## config.mk

```make
export PLATFORM = sky130hd
export DESIGN_NAME = fpu_32_divider
export DESIGN_NICKNAME = d
export VERILOG_FILES = /design/src/rtl/fpu_32_divider.sv
export SDC_FILE = /design/constraint.sdc
export NUM_CORES = 1
export LEC_CHECK = 0
export BUFFER_PORTS_ARGS = -buffer_cell sky130_fd_sc_hd__buf_2
export CORE_MARGIN = 5
export CORE_UTILIZATION = 53
export CTS_CLUSTER_SIZE = 12
export DETAILED_ROUTE_END_ITERATION = 16
export HOLD_SLACK_MARGIN = 0.03
export PLACE_DENSITY = 0.83
export SLEW_MARGIN = 40
export SYNTH_ARGS = -nofsm -noshare
export SYNTH_HDL_FRONTEND = slang
export SYNTH_SLANG_ARGS = --single-unit
export TNS_END_PERCENT = 50
```

## constraint.sdc

```tcl
create_clock -name clk -period 9.4 [get_ports clk]
set_input_delay 0.47 -clock clk [delete_from_list [all_inputs] [get_ports clk]]
set_output_delay 0.47 -clock clk [all_outputs]
set_load 0.005 [all_outputs]
```

## src/rtl/fpu_32_divider.sv

```systemverilog
// fpu_32_divider
// Iterative IEEE-754 single-precision divider, res = X / Y.
// Restoring division produces one quotient bit per clock. The latency is
// fixed at 28 clocks from the start edge to the done pulse.
// Denormal operands are treated as signed zero. Results below the minimum
// normal are flushed to signed zero.
//
// Ports:
//   clk, rst_n        rising-edge clock, asynchronous active-low reset
//   start             operation request, sampled only while busy = 0
//   X, Y              dividend and divisor (IEEE-754 single)
//   busy              operation in progress
//   done              one-cycle pulse; res and flags are valid from this cycle
//   res               quotient; holds its value until the next done
//   overflow_flag     finite result above max normal, replaced by +/-inf
//   underflow_flag    nonzero result below min normal, flushed to +/-0
//   div_by_zero_flag  finite nonzero divided by zero
//   invalid_flag      NaN operand, 0/0 or inf/inf
module fpu_32_divider #(
    parameter int QBITS = 26
) (
    input  logic        clk,
    input  logic        rst_n,
    input  logic        start,
    input  logic [31:0] X,
    input  logic [31:0] Y,
    output logic        busy,
    output logic        done,
    output logic [31:0] res,
    output logic        overflow_flag,
    output logic        underflow_flag,
    output logic        div_by_zero_flag,
    output logic        invalid_flag
);

    typedef enum logic [1:0] {IDLE, SETUP, DIV, FINISH} state_t;
    typedef enum logic [2:0] {SP_NONE, SP_NAN, SP_INF, SP_DBZ, SP_ZERO} special_t;

    state_t             state_q;
    special_t           special_q, special_d;
    logic [31:0]        x_q, y_q;
    logic               sign_q;
    logic signed [9:0]  exp_q, exp_d;
    logic [23:0]        my_q;
    logic [24:0]        rem_q;
    logic [QBITS-1:0]   quo_q;
    logic [4:0]         cnt_q;

    // Operand classification on the latched operands, used in SETUP.
    logic [7:0]  ex, ey;
    logic [22:0] fx, fy;
    logic        x_zero, y_zero, x_inf, y_inf, x_nan, y_nan;

    always_comb begin
        ex = x_q[30:23];
        ey = y_q[30:23];
        fx = x_q[22:0];
        fy = y_q[22:0];
        // A zero exponent covers both true zeros and denormals.
        x_zero = (ex == 8'h00);
        y_zero = (ey == 8'h00);
        x_inf  = (ex == 8'hFF) && (fx == 23'h0);
        y_inf  = (ey == 8'hFF) && (fy == 23'h0);
        x_nan  = (ex == 8'hFF) && (fx != 23'h0);
        y_nan  = (ey == 8'hFF) && (fy != 23'h0);
        exp_d  = $signed({2'b00, ex}) - $signed({2'b00, ey}) + 10'sd127;
        // NOTE: every variable assigned in always_comb gets a default first so no path infers a latch.
        special_d = SP_NONE;
        if (x_nan || y_nan || (x_zero && y_zero) || (x_inf && y_inf))
            special_d = SP_NAN;
        else if (x_inf)
            special_d = SP_INF;
        else if (y_zero)
            special_d = SP_DBZ;
        else if (x_zero || y_inf)
            special_d = SP_ZERO;
    end

    // One restoring-division step. rem_q already holds the doubled remainder,
    // or Mx on the first step. Because rem < My < 2^24, the doubling fits in 25 bits.
    logic        q_bit;
    logic [24:0] rem_after, rem_d;

    always_comb begin
        q_bit     = (rem_q >= {1'b0, my_q});
        rem_after = q_bit ? (rem_q - {1'b0, my_q}) : rem_q;
        rem_d     = {rem_after[23:0], 1'b0};
    end

    // Normalise, round to nearest even, and pack the result.
    logic [QBITS-1:0]  quo_n;
    logic signed [9:0] exp_n, exp_r;
    logic [23:0]       sig;
    logic              guard, sticky, round_up;
    logic [24:0]       sig_r;
    logic [22:0]       frac;
    logic [31:0]       fin_res;
    logic [3:0]        fin_flags;   // {overflow, underflow, div_by_zero, invalid}

    always_comb begin
        quo_n    = quo_q[QBITS-1] ? quo_q : {quo_q[QBITS-2:0], 1'b0};
        exp_n    = quo_q[QBITS-1] ? exp_q : exp_q - 10'sd1;
        sig      = quo_n[25:2];
        guard    = quo_n[1];
        sticky   = quo_n[0] | (rem_q != 25'h0);
        round_up = guard & (sticky | sig[0]);
        sig_r    = {1'b0, sig} + 25'(round_up);
        // A rounding carry out leaves 1.000..0, so shift right and bump the exponent.
        if (sig_r[24]) begin
            frac  = sig_r[23:1];
            exp_r = exp_n + 10'sd1;
        end else begin
            frac  = sig_r[22:0];
            exp_r = exp_n;
        end
        fin_flags = 4'b0000;
        fin_res   = {sign_q, exp_r[7:0], frac};
        case (special_q)
            SP_NAN: begin
                fin_res   = 32'h7FC0_0000;
                fin_flags = 4'b0001;
            end
            SP_INF:  fin_res = {sign_q, 8'hFF, 23'h0};
            SP_DBZ: begin
                fin_res   = {sign_q, 8'hFF, 23'h0};
                fin_flags = 4'b0010;
            end
            SP_ZERO: fin_res = {sign_q, 31'h0};
            default: begin
                if (exp_r >= 10'sd255) begin
                    fin_res   = {sign_q, 8'hFF, 23'h0};
                    fin_flags = 4'b1000;
                end else if (exp_r <= 10'sd0) begin
                    fin_res   = {sign_q, 31'h0};
                    fin_flags = 4'b0100;
                end
            end
        endcase
    end

    // NOTE: the datapath registers are reset along with the control state so
    // every register has a defined value after reset. A reset mid-operation
    // simply discards the partial quotient.
    always_ff @(posedge clk or negedge rst_n) begin
        if (!rst_n) begin
            state_q          <= IDLE;
            special_q        <= SP_NONE;
            x_q              <= 32'h0;
            y_q              <= 32'h0;
            sign_q           <= 1'b0;
            exp_q            <= 10'sd0;
            my_q             <= 24'h0;
            rem_q            <= 25'h0;
            quo_q            <= '0;
            cnt_q            <= 5'd0;
            busy             <= 1'b0;
            done             <= 1'b0;
            res              <= 32'h0;
            overflow_flag    <= 1'b0;
            underflow_flag   <= 1'b0;
            div_by_zero_flag <= 1'b0;
            invalid_flag     <= 1'b0;
        end else begin
            // NOTE: sequential state uses non-blocking assignments so every register samples pre-edge values.
            case (state_q)
                IDLE: begin
                    done <= 1'b0;
                    if (start) begin
                        x_q              <= X;
                        y_q              <= Y;
                        busy             <= 1'b1;
                        overflow_flag    <= 1'b0;
                        underflow_flag   <= 1'b0;
                        div_by_zero_flag <= 1'b0;
                        invalid_flag     <= 1'b0;
                        state_q          <= SETUP;
                    end
                end
                SETUP: begin
                    sign_q    <= x_q[31] ^ y_q[31];
                    exp_q     <= exp_d;
                    my_q      <= {1'b1, fy};
                    rem_q     <= {2'b01, fx};
                    quo_q     <= '0;
                    cnt_q     <= 5'd0;
                    special_q <= special_d;
                    state_q   <= DIV;
                end
                DIV: begin
                    quo_q <= {quo_q[QBITS-2:0], q_bit};
                    rem_q <= rem_d;
                    cnt_q <= cnt_q + 5'd1;
                    if (cnt_q == 5'(QBITS - 1))
                        state_q <= FINISH;
                end
                FINISH: begin
                    res              <= fin_res;
                    overflow_flag    <= fin_flags[3];
                    underflow_flag   <= fin_flags[2];
                    div_by_zero_flag <= fin_flags[1];
                    invalid_flag     <= fin_flags[0];
                    done             <= 1'b1;
                    busy             <= 1'b0;
                    state_q          <= IDLE;
                end
                default: state_q <= IDLE;
            endcase
        end
    end

endmodule

```

==> Implementation_results.wiki <==
{| class="wikitable"
! Metric !! Value
|-
| Maximum clock skew at final layout || 0.007683 ns
|-
| Fraction of final layout cells sized beyond drive strength 1 || 17.48%
|-
| Post-route fraction of the period consumed by the critical path || 50.29%
|-
| Register-to-register path setup slack || 4.67 ns
|-
| Synth top area cells || sky130_fd_sc_hd__dfrtp_1 (42%), sky130_fd_sc_hd__mux2_2 (7.0%), sky130_fd_sc_hd__o21ai_0 (6.2%)
|-
| Clock buffers created by TritonCTS || 17
|-
| Routed Wire Length || 27650 um
|-
| CTS max path bufs || 2
|-
| FF+latch count, synth || 198
|-
| Number of placement rows || 54
|-
| Effective utilization at floorplan || 53.84%
|-
| End point of the critical path || res[19]
|-
| Most numerous cell types in the synthesized netlist || sky130_fd_sc_hd__dfrtp_1 (198), sky130_fd_sc_hd__o21ai_0 (145), sky130_fd_sc_hd__inv_1 (112)
|-
| Clock sink total || 198
|-
| Largest net degree at the start of global routing || 128
|-
| Relative slew margins || 44.30%
|-
| Post-Syn Instances || 1259
|-
| Count of antenna-violating nets left after detailed routing || 0
|-
| Area leader, netlist || sky130_fd_sc_hd__dfrtp_1
|-
| Post-synthesis instance area || 11750 um2
|-
| Port buffer count || 104
|-
| Type of the setup path with the least slack || flop to flop
|-
| Crit path launch type || flop
|-
| Synthesized net count || 1370
|-
| Min Clock Period, post-route || 4.728 ns
|-
| Run status || finished clean
|-
| Highest clock frequency the design can meet || 211.5 MHz
|-
| Total GRT Usage || 21.81%
|-
| Reg2Reg Depth || 12
|-
| Post-synth top flop || sky130_fd_sc_hd__dfrtp_1
|-
| Total number of yosys warnings || 0
|-
| Endpoint arrival time on the critical path || 5.06 ns
|-
| Detailed Place HPWL || 20000 um
|-
| R2r endpoint || res[19]
|-
| Critical path data required time || 9.73 ns
|-
| Total count of hold-check failures in the final report || 0
|-
| Layout filler cell count || 1792
|-
| Initial antenna violation count || 0
|-
| Die width || 158.9 um
|-
| Area growth from synthesis to layout || 11.33%
|-
| Startpoint of the worst register-to-register path || quo_q[25]
|-
| Top-area cell type share of the netlist area || 42.17%
|-
| Post-synthesis async set-or-reset flop share || 100.0%
|-
| PD cells || 371.8 nW/um2
|-
| Final antenna diode count || 0
|-
| Seq/Total Area, Yosys || 42.17%
|-
| Ports placed on the boundary || 105
|-
| Quantity of gates resized following cts || 0
|-
| Beginning of the critical path || quo_q[25]
|-
| Final Wtd Congestion || 0.9406
|-
| Crit end category || flop
|-
| Count of buffers added by post-CTS timing repair for setup || 0
|-
| Worst voltage drop across the vdd grid || 223.7 uV
|-
| Via count of the first global-routing pass || 9131
|-
| Drt first pass iters || 5
|-
| Mapped Avg Cell Area || 9.333 um2
|-
| Number of enable-type register cells in the synthesized netlist || 0
|-
| Violation count after the first detailed-routing iteration || 654
|-
| Top-count cell post-synth || sky130_fd_sc_hd__dfrtp_1
|-
| Number of max-cap violations || 0
|-
| Worst Max-Slew Pin Slew || 0.8279 ns
|-
| Total power of the final layout || 4.864 mW
|-
| First-pass GRT wire length || 46470 um
|-
| Worst hold path type || input pin to async pin
|-
| Clock Root Buffer || sky130_fd_sc_hd__clkbuf_16
|-
| Total congestion overflow || 0
|-
| Clock edge transition at the registers on the reported setup and hold paths || 0.07 ns
|-
| Drt drc || 0
|-
| Setup TNS || 0 ns
|-
| Netlist cell types || 76
|-
| Total count of max-transition violations in the final report || 0
|-
| Floorplan die height || 158.9 um
|-
| Post-Place Setup Slack || 4.705 ns
|-
| Post-DR wirelength/cell || 17.08 um
|-
| Clock Latency Late Sink || 0.44 ns
|-
| Count of hold-fix buffers inserted at cts || 0
|-
| Nets@finish || 1438
|-
| Final worst setup slack || 4.672 ns
|-
| Area of the placeable core || 21820 um2
|-
| Largest fanout of any net on the critical path || 58
|-
| Setup repair after global routing missed its margin || no
|-
| Worst hold slack after final layout || 0.04526 ns
|-
| Combined area of the multi-input logic cells || 6142 um2
|-
| CTS tree || done
|-
| Routed vias || 9509
|-
| Htree depth || 4
|-
| Die ar. || 25250 um2
|-
| Leak || 5.637 nW
|-
| Setup violation total in the final timing report || 0
|-
| Sequential cell area || 4959 um2
|-
| Via density per instance || 5.873
|}
area by class of cell:
type	instances	area share (%)
clock buffers	21	3.596
clock inverters	10	0.9374
inverters	113	3.242
multi-input cells	886	46.95
flip-flops and latches	198	37.91
well taps	280	2.678
repair buffers	111	4.687
flip-flops by register name, summed over array words and instances (netlist names), 2 cells and up:
name       flops
quo_q         26
x_q           32
y_q           32
res           32
state_q        2
rem_q         25
cnt_q          5
my_q          24
exp_q         10
special_q      3
critical path, stage by stage, from the launching register on:
cell and delay (ns):
sky130_fd_sc_hd__dfrtp_4 0.71, sky130_fd_sc_hd__nand2b_1 0.28, sky130_fd_sc_hd__a21oi_1 0.15, sky130_fd_sc_hd__ha_1 0.22
sky130_fd_sc_hd__and4_1 0.24, sky130_fd_sc_hd__nand4_1 0.20, sky130_fd_sc_hd__nor3b_4 0.64, sky130_fd_sc_hd__and4_2 0.43
sky130_fd_sc_hd__mux2i_4 0.26, sky130_fd_sc_hd__xnor2_2 0.13, sky130_fd_sc_hd__a311oi_1 0.40, sky130_fd_sc_hd__nand2_1 0.53
sky130_fd_sc_hd__o32ai_1 0.41
layer usage:
layer / share of wire, % / vias to the layer above / global-route usage, %
met5: 0 / - / 0
met1: 46 / 4571 / 30.95
met2: 47 / 292 / 34.86
met3: 5.3 / 46 / 3.318
met4: 2.1 / 0 / 6.514
li1: - / 4600 / -
layout by cell type (no fill, tap or decap), types with 7 or more instances in the layout:
cell	instances
sky130_fd_sc_hd__nor3_1	16
sky130_fd_sc_hd__a21o_1	13
sky130_fd_sc_hd__nor4_1	28
sky130_fd_sc_hd__nand3_1	47
sky130_fd_sc_hd__a21oi_1	38
sky130_fd_sc_hd__mux2i_1	28
sky130_fd_sc_hd__ha_1	40
sky130_fd_sc_hd__dfrtp_1	197
sky130_fd_sc_hd__mux2_2	73
sky130_fd_sc_hd__nor2_1	64
sky130_fd_sc_hd__inv_1	112
sky130_fd_sc_hd__buf_2	103
sky130_fd_sc_hd__a21boi_0	9
sky130_fd_sc_hd__or3_1	7
sky130_fd_sc_hd__nand2b_1	7
sky130_fd_sc_hd__o21ai_0	145
sky130_fd_sc_hd__xnor2_1	57
sky130_fd_sc_hd__nand2_1	108
sky130_fd_sc_hd__clkbuf_16	18
sky130_fd_sc_hd__nand4_1	19
sky130_fd_sc_hd__o211ai_1	10
sky130_fd_sc_hd__and3_1	13
sky130_fd_sc_hd__a31oi_1	8
sky130_fd_sc_hd__nand3b_1	9
sky130_fd_sc_hd__xor2_1	18
sky130_fd_sc_hd__o2bb2ai_1	21
worst min-delay path by stage:
stage / slack (ns) / depth (start not counted) / startpoint / endpoint
2_1_floorplan: 0.17 / 0 / rst_n / busy
3_3_place_gp: 0.44 / 2 / my_q[23] / my_q[23]
3_5_place_dp: 0.45 / 2 / my_q[23] / my_q[23]
4_1_cts: 0.07 / 1 / rst_n / rem_q[9]
5_1_grt: 0.1 / 1 / rst_n / quo_q[7]
6_report: 0.05 / 1 / rst_n / x_q[11]
report_power, final:
part | internal [mW] | switching, mW | leakage [nW]
sequential | 1.18 | 0.307 | 2.47
clock | 0.414 | 0.328 | 0.282
combinational | 1.12 | 1.52 | 2.89
total | 2.71 | 2.15 | 5.64
cell families after synthesis:
logic type,Yosys count,share of synthesized area (%)
AND/OR/NAND/NOR,351,14.98
AO/OA/AOI/OAI,311,16.82
flip-flops,198,42.17
buffers and inverters,175,5.729
multiplexers,102,9.573
XOR/XNOR,76,5.729
adder cells (fa/ha/maj),46,4.994
through the flow:
step	utilization, %	instances	area [um2]
finish	59.94	1619	13080
global route	59.94	1619	13080
CTS	59.83	1618	13060
detailed placement	57.11	1587	12460
global placement	57.03	1587	12450
floorplan	-	1259	11750
(Power assumes the default switching activity.)
